**src/rtl/itf_arb_pkg.sv**
```systemverilog
// Shared types and helpers for the itf arbitrating register slice.
// Optional parity storage is enabled by defining ITF_ARB_SLICE_PARITY_EN.
package itf_arb_pkg;

  localparam int ADDR_W_DEF = 8;
  localparam int DATA_W_DEF = 8;
  localparam int MAX_CH     = 16;
  localparam int CH_W_DEF   = 2;

  // Occupancy of the two-entry output buffer: nothing, main only, main + skid.
  typedef enum logic [1:0] {
    EMPTY = 2'd0,
    ONE   = 2'd1,
    TWO   = 2'd2
  } arb_state_e;

  // One buffered beat at the default bus widths.
  typedef struct packed {
    logic [ADDR_W_DEF-1:0] addr;
    logic [DATA_W_DEF-1:0] data;
    logic [CH_W_DEF-1:0]   ch;
`ifdef ITF_ARB_SLICE_PARITY_EN
    logic                  par;
`endif
  } arb_beat_t;

  // Round-robin pick: one-hot grant to the first valid channel at or after
  // ptr, searching upward modulo num_ch. Bits at and above num_ch stay zero.
  function automatic logic [MAX_CH-1:0] rr_pick(input logic [MAX_CH-1:0] valid,
                                                input logic [3:0]        ptr,
                                                input int                num_ch);
    logic [MAX_CH-1:0] grant;
    logic              found;
    int                idx;
    grant = '0;
    found = 1'b0;
    for (int i = 0; i < MAX_CH; i++) begin
      idx = (int'(ptr) + i) % num_ch;
      if (i < num_ch && !found && valid[idx[3:0]]) begin
        grant[idx[3:0]] = 1'b1;
        found           = 1'b1;
      end
    end
    return grant;
  endfunction

endpackage

```
**src/rtl/itf_arb_rr.sv**
```systemverilog
// Round-robin arbiter for the itf arbitrating slice: holds the rotating
// priority pointer and produces a one-hot grant plus its encoded index.
module itf_arb_rr
  import itf_arb_pkg::*;
#(
  parameter  int NUM_CH = 4,
  localparam int CH_W   = (NUM_CH > 1) ? $clog2(NUM_CH) : 1
) (
  input  logic              clk,
  input  logic              rst,
  input  logic [NUM_CH-1:0] valid,
  input  logic              enable,
  output logic [NUM_CH-1:0] grant,
  output logic [CH_W-1:0]   grant_idx
);

  logic [CH_W-1:0]   ptr;
  logic [MAX_CH-1:0] valid_ext;
  logic [MAX_CH-1:0] pick;
  logic              unused_pick;

  // Widen the request vector, pick the winner and gate it with enable.
  always_comb begin
    valid_ext               = '0;
    valid_ext[NUM_CH-1:0]   = valid;
    pick                    = rr_pick(valid_ext, 4'(ptr), NUM_CH);
    grant                   = enable ? pick[NUM_CH-1:0] : '0;
  end

  // Upper pick bits are always zero; fold them away so nothing dangles.
  assign unused_pick = ^pick;

  // Encode the one-hot grant into a channel index.
  always_comb begin
    grant_idx = '0;
    for (int i = 0; i < NUM_CH; i++) begin
      if (grant[i]) grant_idx = CH_W'(i);
    end
  end

  // Move priority to the channel just after the winner; hold when idle.
  always_ff @(posedge clk or negedge rst) begin
    if (!rst) begin
      ptr <= '0;
    end else if (|grant) begin
      ptr <= (grant_idx == CH_W'(NUM_CH - 1)) ? '0 : grant_idx + 1'b1;
    end
  end

endmodule

```
**src/rtl/itf_arb_slice.sv**
```systemverilog
// N-channel arbitrating register slice for the itf bus: round-robin merge of
// requester channels into a registered master port with a main + skid buffer.
// Define ITF_ARB_SLICE_PARITY_EN to store per-beat parity and drive out_par.
module itf_arb_slice
  import itf_arb_pkg::*;
#(
  parameter  int NUM_CH = 4,
  parameter  int ADDR_W = ADDR_W_DEF,
  parameter  int DATA_W = DATA_W_DEF,
  localparam int CH_W   = (NUM_CH > 1) ? $clog2(NUM_CH) : 1
) (
  input  logic                     clk,
  input  logic                     rst,
  input  logic [NUM_CH-1:0]        in_valid,
  output logic [NUM_CH-1:0]        in_ready,
  input  logic [NUM_CH*ADDR_W-1:0] in_addr,
  input  logic [NUM_CH*DATA_W-1:0] in_data,
  output logic                     out_valid,
  input  logic                     out_ready,
  output logic [ADDR_W-1:0]        out_addr,
  output logic [DATA_W-1:0]        out_data,
`ifdef ITF_ARB_SLICE_PARITY_EN
  output logic                     out_par,
`endif
  output logic [CH_W-1:0]          out_ch
);

  // Buffer entry at this instance's widths.
  typedef struct packed {
    logic [ADDR_W-1:0] addr;
    logic [DATA_W-1:0] data;
    logic [CH_W-1:0]   ch;
`ifdef ITF_ARB_SLICE_PARITY_EN
    logic              par;
`endif
  } beat_t;

  arb_state_e        state;
  arb_state_e        next_state;
  beat_t             main_q;
  beat_t             skid_q;
  beat_t             in_beat;
  logic [NUM_CH-1:0] grant;
  logic [CH_W-1:0]   grant_idx;
  logic              enable;
  logic              accept;
  logic              drain;
  logic              load_main_in;
  logic              load_main_skid;
  logic              load_skid;

  // Grants depend only on registered state, so in_ready never sees out_ready.
  assign enable = rst && (state != TWO);

  itf_arb_rr #(
    .NUM_CH (NUM_CH)
  ) u_rr (
    .clk       (clk),
    .rst       (rst),
    .valid     (in_valid),
    .enable    (enable),
    .grant     (grant),
    .grant_idx (grant_idx)
  );

  assign in_ready  = grant;
  assign accept    = |grant;
  assign out_valid = (state != EMPTY);
  assign drain     = out_valid && out_ready;

  // Select the granted channel's fields as the incoming beat.
  always_comb begin
    in_beat      = '0;
    in_beat.addr = in_addr[grant_idx*ADDR_W +: ADDR_W];
    in_beat.data = in_data[grant_idx*DATA_W +: DATA_W];
    in_beat.ch   = grant_idx;
`ifdef ITF_ARB_SLICE_PARITY_EN
    in_beat.par  = ^{in_beat.addr, in_beat.data};
`endif
  end

  // Next occupancy and which buffer entries load this cycle.
  always_comb begin
    next_state     = state;
    load_main_in   = 1'b0;
    load_main_skid = 1'b0;
    load_skid      = 1'b0;
    case (state)
      EMPTY: begin
        if (accept) begin
          next_state   = ONE;
          load_main_in = 1'b1;
        end
      end
      ONE: begin
        if (accept && drain) begin
          load_main_in = 1'b1;
        end else if (accept) begin
          next_state = TWO;
          load_skid  = 1'b1;
        end else if (drain) begin
          next_state = EMPTY;
        end
      end
      TWO: begin
        if (drain) begin
          next_state     = ONE;
          load_main_skid = 1'b1;
        end
      end
      default: next_state = EMPTY;
    endcase
  end

  // Occupancy register; reset drops any buffered beats.
  always_ff @(posedge clk or negedge rst) begin
    if (!rst) state <= EMPTY;
    else      state <= next_state;
  end

  // Main and skid entries; main drives the outputs and holds while stalled.
  always_ff @(posedge clk or negedge rst) begin
    if (!rst) begin
      main_q <= '0;
      skid_q <= '0;
    end else begin
      if (load_main_in)        main_q <= in_beat;
      else if (load_main_skid) main_q <= skid_q;
      if (load_skid)           skid_q <= in_beat;
    end
  end

  assign out_addr = main_q.addr;
  assign out_data = main_q.data;
  assign out_ch   = main_q.ch;
`ifdef ITF_ARB_SLICE_PARITY_EN
  assign out_par  = main_q.par;
`endif

endmodule
```
**config.mk**
```make
export PLATFORM = sky130hd
export DESIGN_NAME = itf_arb_slice
export DESIGN_NICKNAME = d
export VERILOG_FILES = /design/src/rtl/itf_arb_pkg.sv /design/src/rtl/itf_arb_rr.sv /design/src/rtl/itf_arb_slice.sv
export SDC_FILE = /design/constraint.sdc
export NUM_CORES = 1
export LEC_CHECK = 0
export CAP_MARGIN = 5
export CORE_MARGIN = 2
export CORE_UTILIZATION = 52
export DETAILED_ROUTE_END_ITERATION = 6
export PLACE_DENSITY = 0.93
export REMOVE_ABC_BUFFERS = 1
export SETUP_SLACK_MARGIN = 0.2
export SLEW_MARGIN = 25
export SYNTH_ARGS = -nofsm -noshare
export SYNTH_HDL_FRONTEND = slang
export SYNTH_SLANG_ARGS = --single-unit
```
**constraint.sdc**
```tcl
create_clock -name clk -period 9.2 [get_ports clk]
set_clock_uncertainty 0.15 [all_clocks]
set_input_delay 1.38 -clock clk [delete_from_list [all_inputs] [get_ports clk]]
set_output_delay 1.38 -clock clk [all_outputs]
set_load 0.02 [all_outputs]
```
==> run metrics, run 1 <==
Synth area leader=dfrtp_1; Post-synth top cells=mux2i_1 (54), dfrtp_1 (40), and3_1 (34), nand2_1 (25), nor2_1 (22); Slew HR=29.1%; synthesized cell area=3180 sq um; Main synth FF type=dfrtp_1; Starting DRT DRC Count=201; chip width=82.2 microns; post_cts resized=0; first-pass GRT wire length=13800 microns; n_diodes=0; largest family of logic cells by synthesized area=multiplexers; post-route ant nets=0; detailed-router iteration count before antenna repair=4; number of synthesized flops with an enable pin=0; core area=5920 sq um; Final min period=5.80 ns; final setup TNS=0 ns; Pwr Density=368 nW/um^2; gr busiest metal=met2; Combinational Power Share=69.2%; layout cells sized above 1=6.62%; MaxCap Viol Count=0; Synth-to-Final Area Change=31.9%; CP arrival=4.27 ns; sw power=0.725 mW; worst skew pair latency=0.29 ns; Synth Area in Compound Gates=17.9%; min-delay worst type=flip-flop to flip-flop; Synth Area in XOR/XNOR=0%; crit path max fanout=23; initial antenna violation count=0; # hold bufs at CTS=0; hold slack=0.353 ns; H-tree Lvls=2; DRC=0; Slowest-stage cell, CP=dfrtp_1; asr flop ratio synth=100%; count leader, synth=mux2i_1; RSZ-0062 raised after global routing=false; buffers and inverters on the worst path=3; Max Root-Sink Buffers=2; Critical Path RT=7.67 ns; largest net degree at the start of global routing=52; Die Footprint=6760 sq um; total leakage power=1.89 nW; TritonCTS clock tree=yes; FP Rows=28; gr usage total=26.7%; Post-Synth Simple-Gate Area=19.7%; final WL=9030 microns; synthesized instance count=345; I/O pins=94; Final Hold Vio Count=0; Port Buffers=93; Reg power frac=21.5%; Seq cells post-synth=40; startpoint types=flip-flop; Sink Count=40; sequence of cells on the critical path=inv_1 -> ha_1 -> mux2i_1 -> o22ai_1 -> a2111oi_2 -> o31ai_4 -> buf_4 -> and2_1 -> clkdlybuf4s50_1; Top delay family on crit path=buffers and inverters; Fmax=0.172 GHz; Final nets=501; hpwl dp=6540 microns; grt met1 use=33.4%; grt total ovfl=0; TritonCTS Buffers=5; Setup Fix Bufs, Post-CTS=0; Clock Root Buffer=clkbuf_8; fin util=70.9%; worst slew pin tran=1.06 ns; clock power share=9.3%; Synth Area in Adders=3.15%; Fillers=460; sequential-to-total area share from yosys stat=31.5%; Slew Viols, Final=0; Initial Util=53.7%; final cell count without fillers=498; sw frac=46.9%; yosys warns=0; clk slew on worst S/H paths=0.08 ns; Crit Path Category=flip-flop to output port; met3 Resource Use GR=4.02%; Die Ht=82.2 microns; met2 GRT Util=47.3%; Final period util=63.1%; GP Congestion=0.855; status=completed; Int Pwr=0.821 mW; syn_area_per_cell=9.22 sq um; routed vias/inst=6.03; CP Capture Type=output port; drt wl/cell=18.1 microns; mux contribution to synthesized area=20.2%; Setup-failing EPs final=0; Synth cell types=54; top post-synthesis cells by area=dfrtp_1 (31%), mux2i_1 (17%), and3_1 (6.7%), a221oi_1 (4.4%), a22oi_1 (3.8%); vias in the first global route=2858; critical path's largest stage delay=0.80 ns; Yosys top cell area share=31.5%; Worst IR Drop VDD=0.269 mV; vias=3002; Placed Cells=490
final cells by class:
class / instances / area, sq um / area share (%)
flip-flops and latches: 40 / 1000 / 23.9
clock buffers: 6 / 72.6 / 1.73
well taps: 75 / 93.8 / 2.24
clock inverters: 2 / 35.0 / 0.835
multi-input cells: 257 / 1960 / 46.6
repair buffers: 97 / 958 / 22.8
inverters: 21 / 78.8 / 1.88
layer usage:
metal,vias to the layer above,wire length [microns]
li1,1414,-
met1,1465,3690
met2,109,4550
met3,14,638
met4,0,157
met5,-,0
cells by family (layout without fill, tap and decap cells):
group	count (synthesis)	count (layout)
multiplexers	60	60
AND/OR/NAND/NOR	116	116
adder cells (fa/ha/maj)	8	8
AO/OA/AOI/OAI	73	73
buffers and inverters	48	126
flip-flops	40	40
power by group through the flow:
stage	logic, mW	registers, mW	clock network (mW)
6_report	1.07	0.332	0.144
3_3_place_gp	1.02	0.330	0
5_1_grt	1.16	0.343	0.150
4_1_cts	1.07	0.330	0.146
3_5_place_dp	1.06	0.335	0
2_1_floorplan	0.692	0.372	0
final timing paths:
kind | from | endpoint | slack [ns] | depth (start not counted)
worst max-delay path | u_rr.ptr[0] | in_ready[3] | 3.40 | 9
worst min-delay path | skid_q[1] | skid_q[1] | 0.35 | 1
worst max register to register | u_rr.ptr[0] | out_data[0] | 4.36 | 10
worst min register to register | skid_q[1] | skid_q[1] | 0.35 | 1
max in group asynchronous | rst | skid_q[10] | 7.62 | 1
min in group asynchronous | rst | state[0] | 0.91 | 1
flip-flops by register name (all words and copies together) (netlist names):
| signal | cells |
|---|---|
| skid_q | 18 |
| out_data | 8 |
| state | 2 |
| out_addr | 8 |
| out_ch | 2 |
| u_rr.ptr | 2 |
metrics by stage:
stage	area [sq um]	total power, mW	setup slack, ns
6_report	4200	1.55	3.40
5_1_grt	4200	1.65	3.06
2_1_floorplan	3020	1.06	2.85
3_5_place_dp	4090	1.40	3.43
4_1_cts	4190	1.54	3.40
3_3_place_gp	4080	1.35	3.50
cells in the final DEF, fill, tap and decap left out, drive strengths merged, types with 4 or more instances in the layout:
cell,instances
nor3,6
dfrtp,40
a221oi,16
a22oi,16
nand2,25
mux2i,54
buf,5
a21oi,16
o21a,4
nor2,22
clkdlybuf4s50,92
nand2b,7
and3,34
clkbuf,6
ha,8
inv,21
(Power assumes the default switching activity.)
==> run 2, diff against run 1 <==
Settings changed: CORE_UTILIZATION 52 to 44, PLACE_DENSITY 0.93 to 0.84.
Clock period 9.2 ns to 5.21 ns, I/O delays scaled along.
==> run metrics, run 2 (synthesis gave the netlist of run 1 again) <==
crit path max fanout=18 (was 23); Slowest-stage cell, CP=clkdlybuf4s50_1 (was dfrtp_1); hold slack=0.350 ns (was 0.353 ns); critical path's largest stage delay=0.65 ns (was 0.80 ns); Slew HR=46.2% (was 29.1%); sequence of cells on the critical path=inv_1 -> ha_1 -> mux2i_1 -> mux2_2 -> a211o_1 -> o21ai_1 -> nor2_1 -> clkdlybuf4s50_1 (was inv_1 -> ha_1 -> mux2i_1 -> o22ai_1 -> a2111oi_2 -> o31ai_4 -> buf_4 -> and2_1 -> clkdlybuf4s50_1); Top delay family on crit path=buffers and inverters (unchanged); Final WS setup=0.521 ns (was 3.40 ns); vias in the first global route=2896 (was 2858); drt wl/cell=17.7 microns (was 18.1 microns); Final period util=90.0%; H-tree Lvls=2 (unchanged); Reg power frac=20.6% (was 21.5%); Final nets=505 (was 501); core area=6910 sq um (was 5920 sq um); DP Worst Slack=0.657 ns (was 3.43 ns); Pwr Density=645 nW/um^2 (was 368 nW/um^2); TritonCTS clock tree=yes (unchanged); post-route ant nets=0 (unchanged); detailed-router iteration count before antenna repair=4 (unchanged); Setup-failing EPs final=0 (unchanged); startpoint types=flip-flop (unchanged); RSZ-0062 raised after global routing=false (unchanged); number of flip-flops in the largest register=18 (unchanged); CP Capture Type=output port (unchanged); Final Hold Vio Count=0 (unchanged); Sink Count=40 (unchanged); most frequent cells in the layout=clkdlybuf4s50_1 (92), mux2i_1 (54), dfrtp_1 (40) (unchanged); TritonCTS Buffers=5 (unchanged); Crit Path Category=flip-flop to output port (unchanged); largest net degree at the start of global routing=52 (unchanged); gr usage total=23.6% (was 26.7%); Critical Path RT=4.28 ns (was 7.67 ns); post_cts resized=0 (unchanged); Worst IR Drop VDD=0.293 mV (was 0.269 mV); Clock Root Buffer=clkbuf_8 (unchanged); Final min period=4.69 ns; I/O pins=94 (unchanged); sw frac=46.6% (was 46.9%); # hold bufs at CTS=0 (unchanged); buffers and inverters on the worst path=2 (was 3); Initial Util=46.1% (was 53.7%); worst skew pair latency=0.29 ns (about the same); CP arrival=3.76 ns (was 4.27 ns); first-pass GRT wire length=14300 microns (was 13800 microns); design area=4250 sq um (was 4200 sq um); Die Footprint=7930 sq um (was 6760 sq um); total leakage power=1.90 nW (was 1.89 nW); vias=3002 (unchanged); Max Root-Sink Buffers=2 (unchanged); Int Pwr=1.46 mW (was 0.821 mW); n_diodes=0 (unchanged); Synth-to-Final Area Change=33.5% (was 31.9%); DRC=0 (unchanged); most common cell after layout, fill and taps aside=clkdlybuf4s50_1 (unchanged); hpwl dp=6730 microns (was 6540 microns); grt total ovfl=0 (unchanged); Top reg by flops=skid_q (unchanged); min-delay worst type=flip-flop to flip-flop (unchanged); clock power share=9.3% (about the same); sw power=1.28 mW (was 0.725 mW); status=completed (unchanged); chip width=89.0 microns (was 82.2 microns); final WL=9250 microns (was 9030 microns); clk slew on worst S/H paths=0.08 ns (about the same); Die Ht=89.0 microns (was 82.2 microns); Combinational Power Share=70.1% (was 69.2%); total power draw=2.74 mW (was 1.55 mW); worst slew pin tran=0.807 ns (was 1.06 ns); MaxCap Viol Count=0 (unchanged); Port Buffers=93 (unchanged); routed vias/inst=5.74 (was 6.03); GP Congestion=0.880 (was 0.855); final setup TNS=0 ns (unchanged); Fmax=0.213 GHz; FP Rows=30 (was 28); initial antenna violation count=0 (unchanged); placed cell area=4140 sq um (was 4090 sq um); Setup Fix Bufs, Post-CTS=0 (unchanged); Starting DRT DRC Count=178 (was 201); Slew Viols, Final=0 (unchanged); layout cells sized above 1=7.26% (was 6.62%)
-- run 2: changes by cell type in the layout (fill, tap and decap cells not counted) --
cell,change
buf_4,+3
nand2_2,-1
nand2_1,+1
buf_2,+1
-- run 2: final cells by class --
type | instances | area, sq um
Multi-Input combinational cell | 257 | 1950
Sequential cell | 40 | 1000
Inverter | 21 | 78.8
Clock inverter | 2 | 35.0
Clock buffer | 6 | 72.6
Timing Repair Buffer | 101 | 986
Fill cell | 593 | 2660
Tap cell | 96 | 120
-- run 2: stage by stage --
step	std cells	utilization, %
6_report	523	61.5
5_1_grt	523	61.5
4_1_cts	523	61.5
3_5_place_dp	515	59.9
3_3_place_gp	515	59.9
2_1_floorplan	318	-
-- run 2: worst paths after layout --
| kind | from | end | slack, ns | cells past startpoint |
|---|---|---|---|---|
| max reg2reg | u_rr.ptr[1] | skid_q[14] | 1.01 | 10 |
| max | u_rr.ptr[1] | in_ready[2] | 0.52 | 8 |
| max in group asynchronous | rst | skid_q[14] | 4.09 | 2 |
| min reg2reg | skid_q[1] | skid_q[1] | 0.35 | 1 |
| min in group asynchronous | rst | skid_q[2] | 0.44 | 2 |
| min | skid_q[1] | skid_q[1] | 0.35 | 1 |
-- run 2: routing by layer --
metal	part of all wire [%]	GRT usage, %	up-vias
li1	-	-	1432
met1	43	31.5	1418
met2	46	38.3	135
met3	9.3	4.89	17
met4	2.0	7.87	0
met5	0	0	-
-- run 2: worst register-to-register path: stages (launching register included) --
cell and delay, ns:
dfrtp_1 0.59, inv_1 0.18, ha_1 0.53, mux2i_1 0.38, o22ai_1 0.19, a2111oi_2 0.50
o31ai_4 0.13, buf_4 0.26, o31ai_4 0.76, a221oi_1 0.25, mux2i_1 0.21
-- run 2: power by group through the flow --
stage                     clock network [mW]  logic (mW)  registers [mW]
after CTS                              0.260        1.92           0.561
after floorplan                            0        1.22           0.656
final                                  0.254        1.92           0.563
after global placement                     0        1.85           0.559
after global routing                   0.271        2.08           0.579
after detailed placement                   0        1.91           0.567
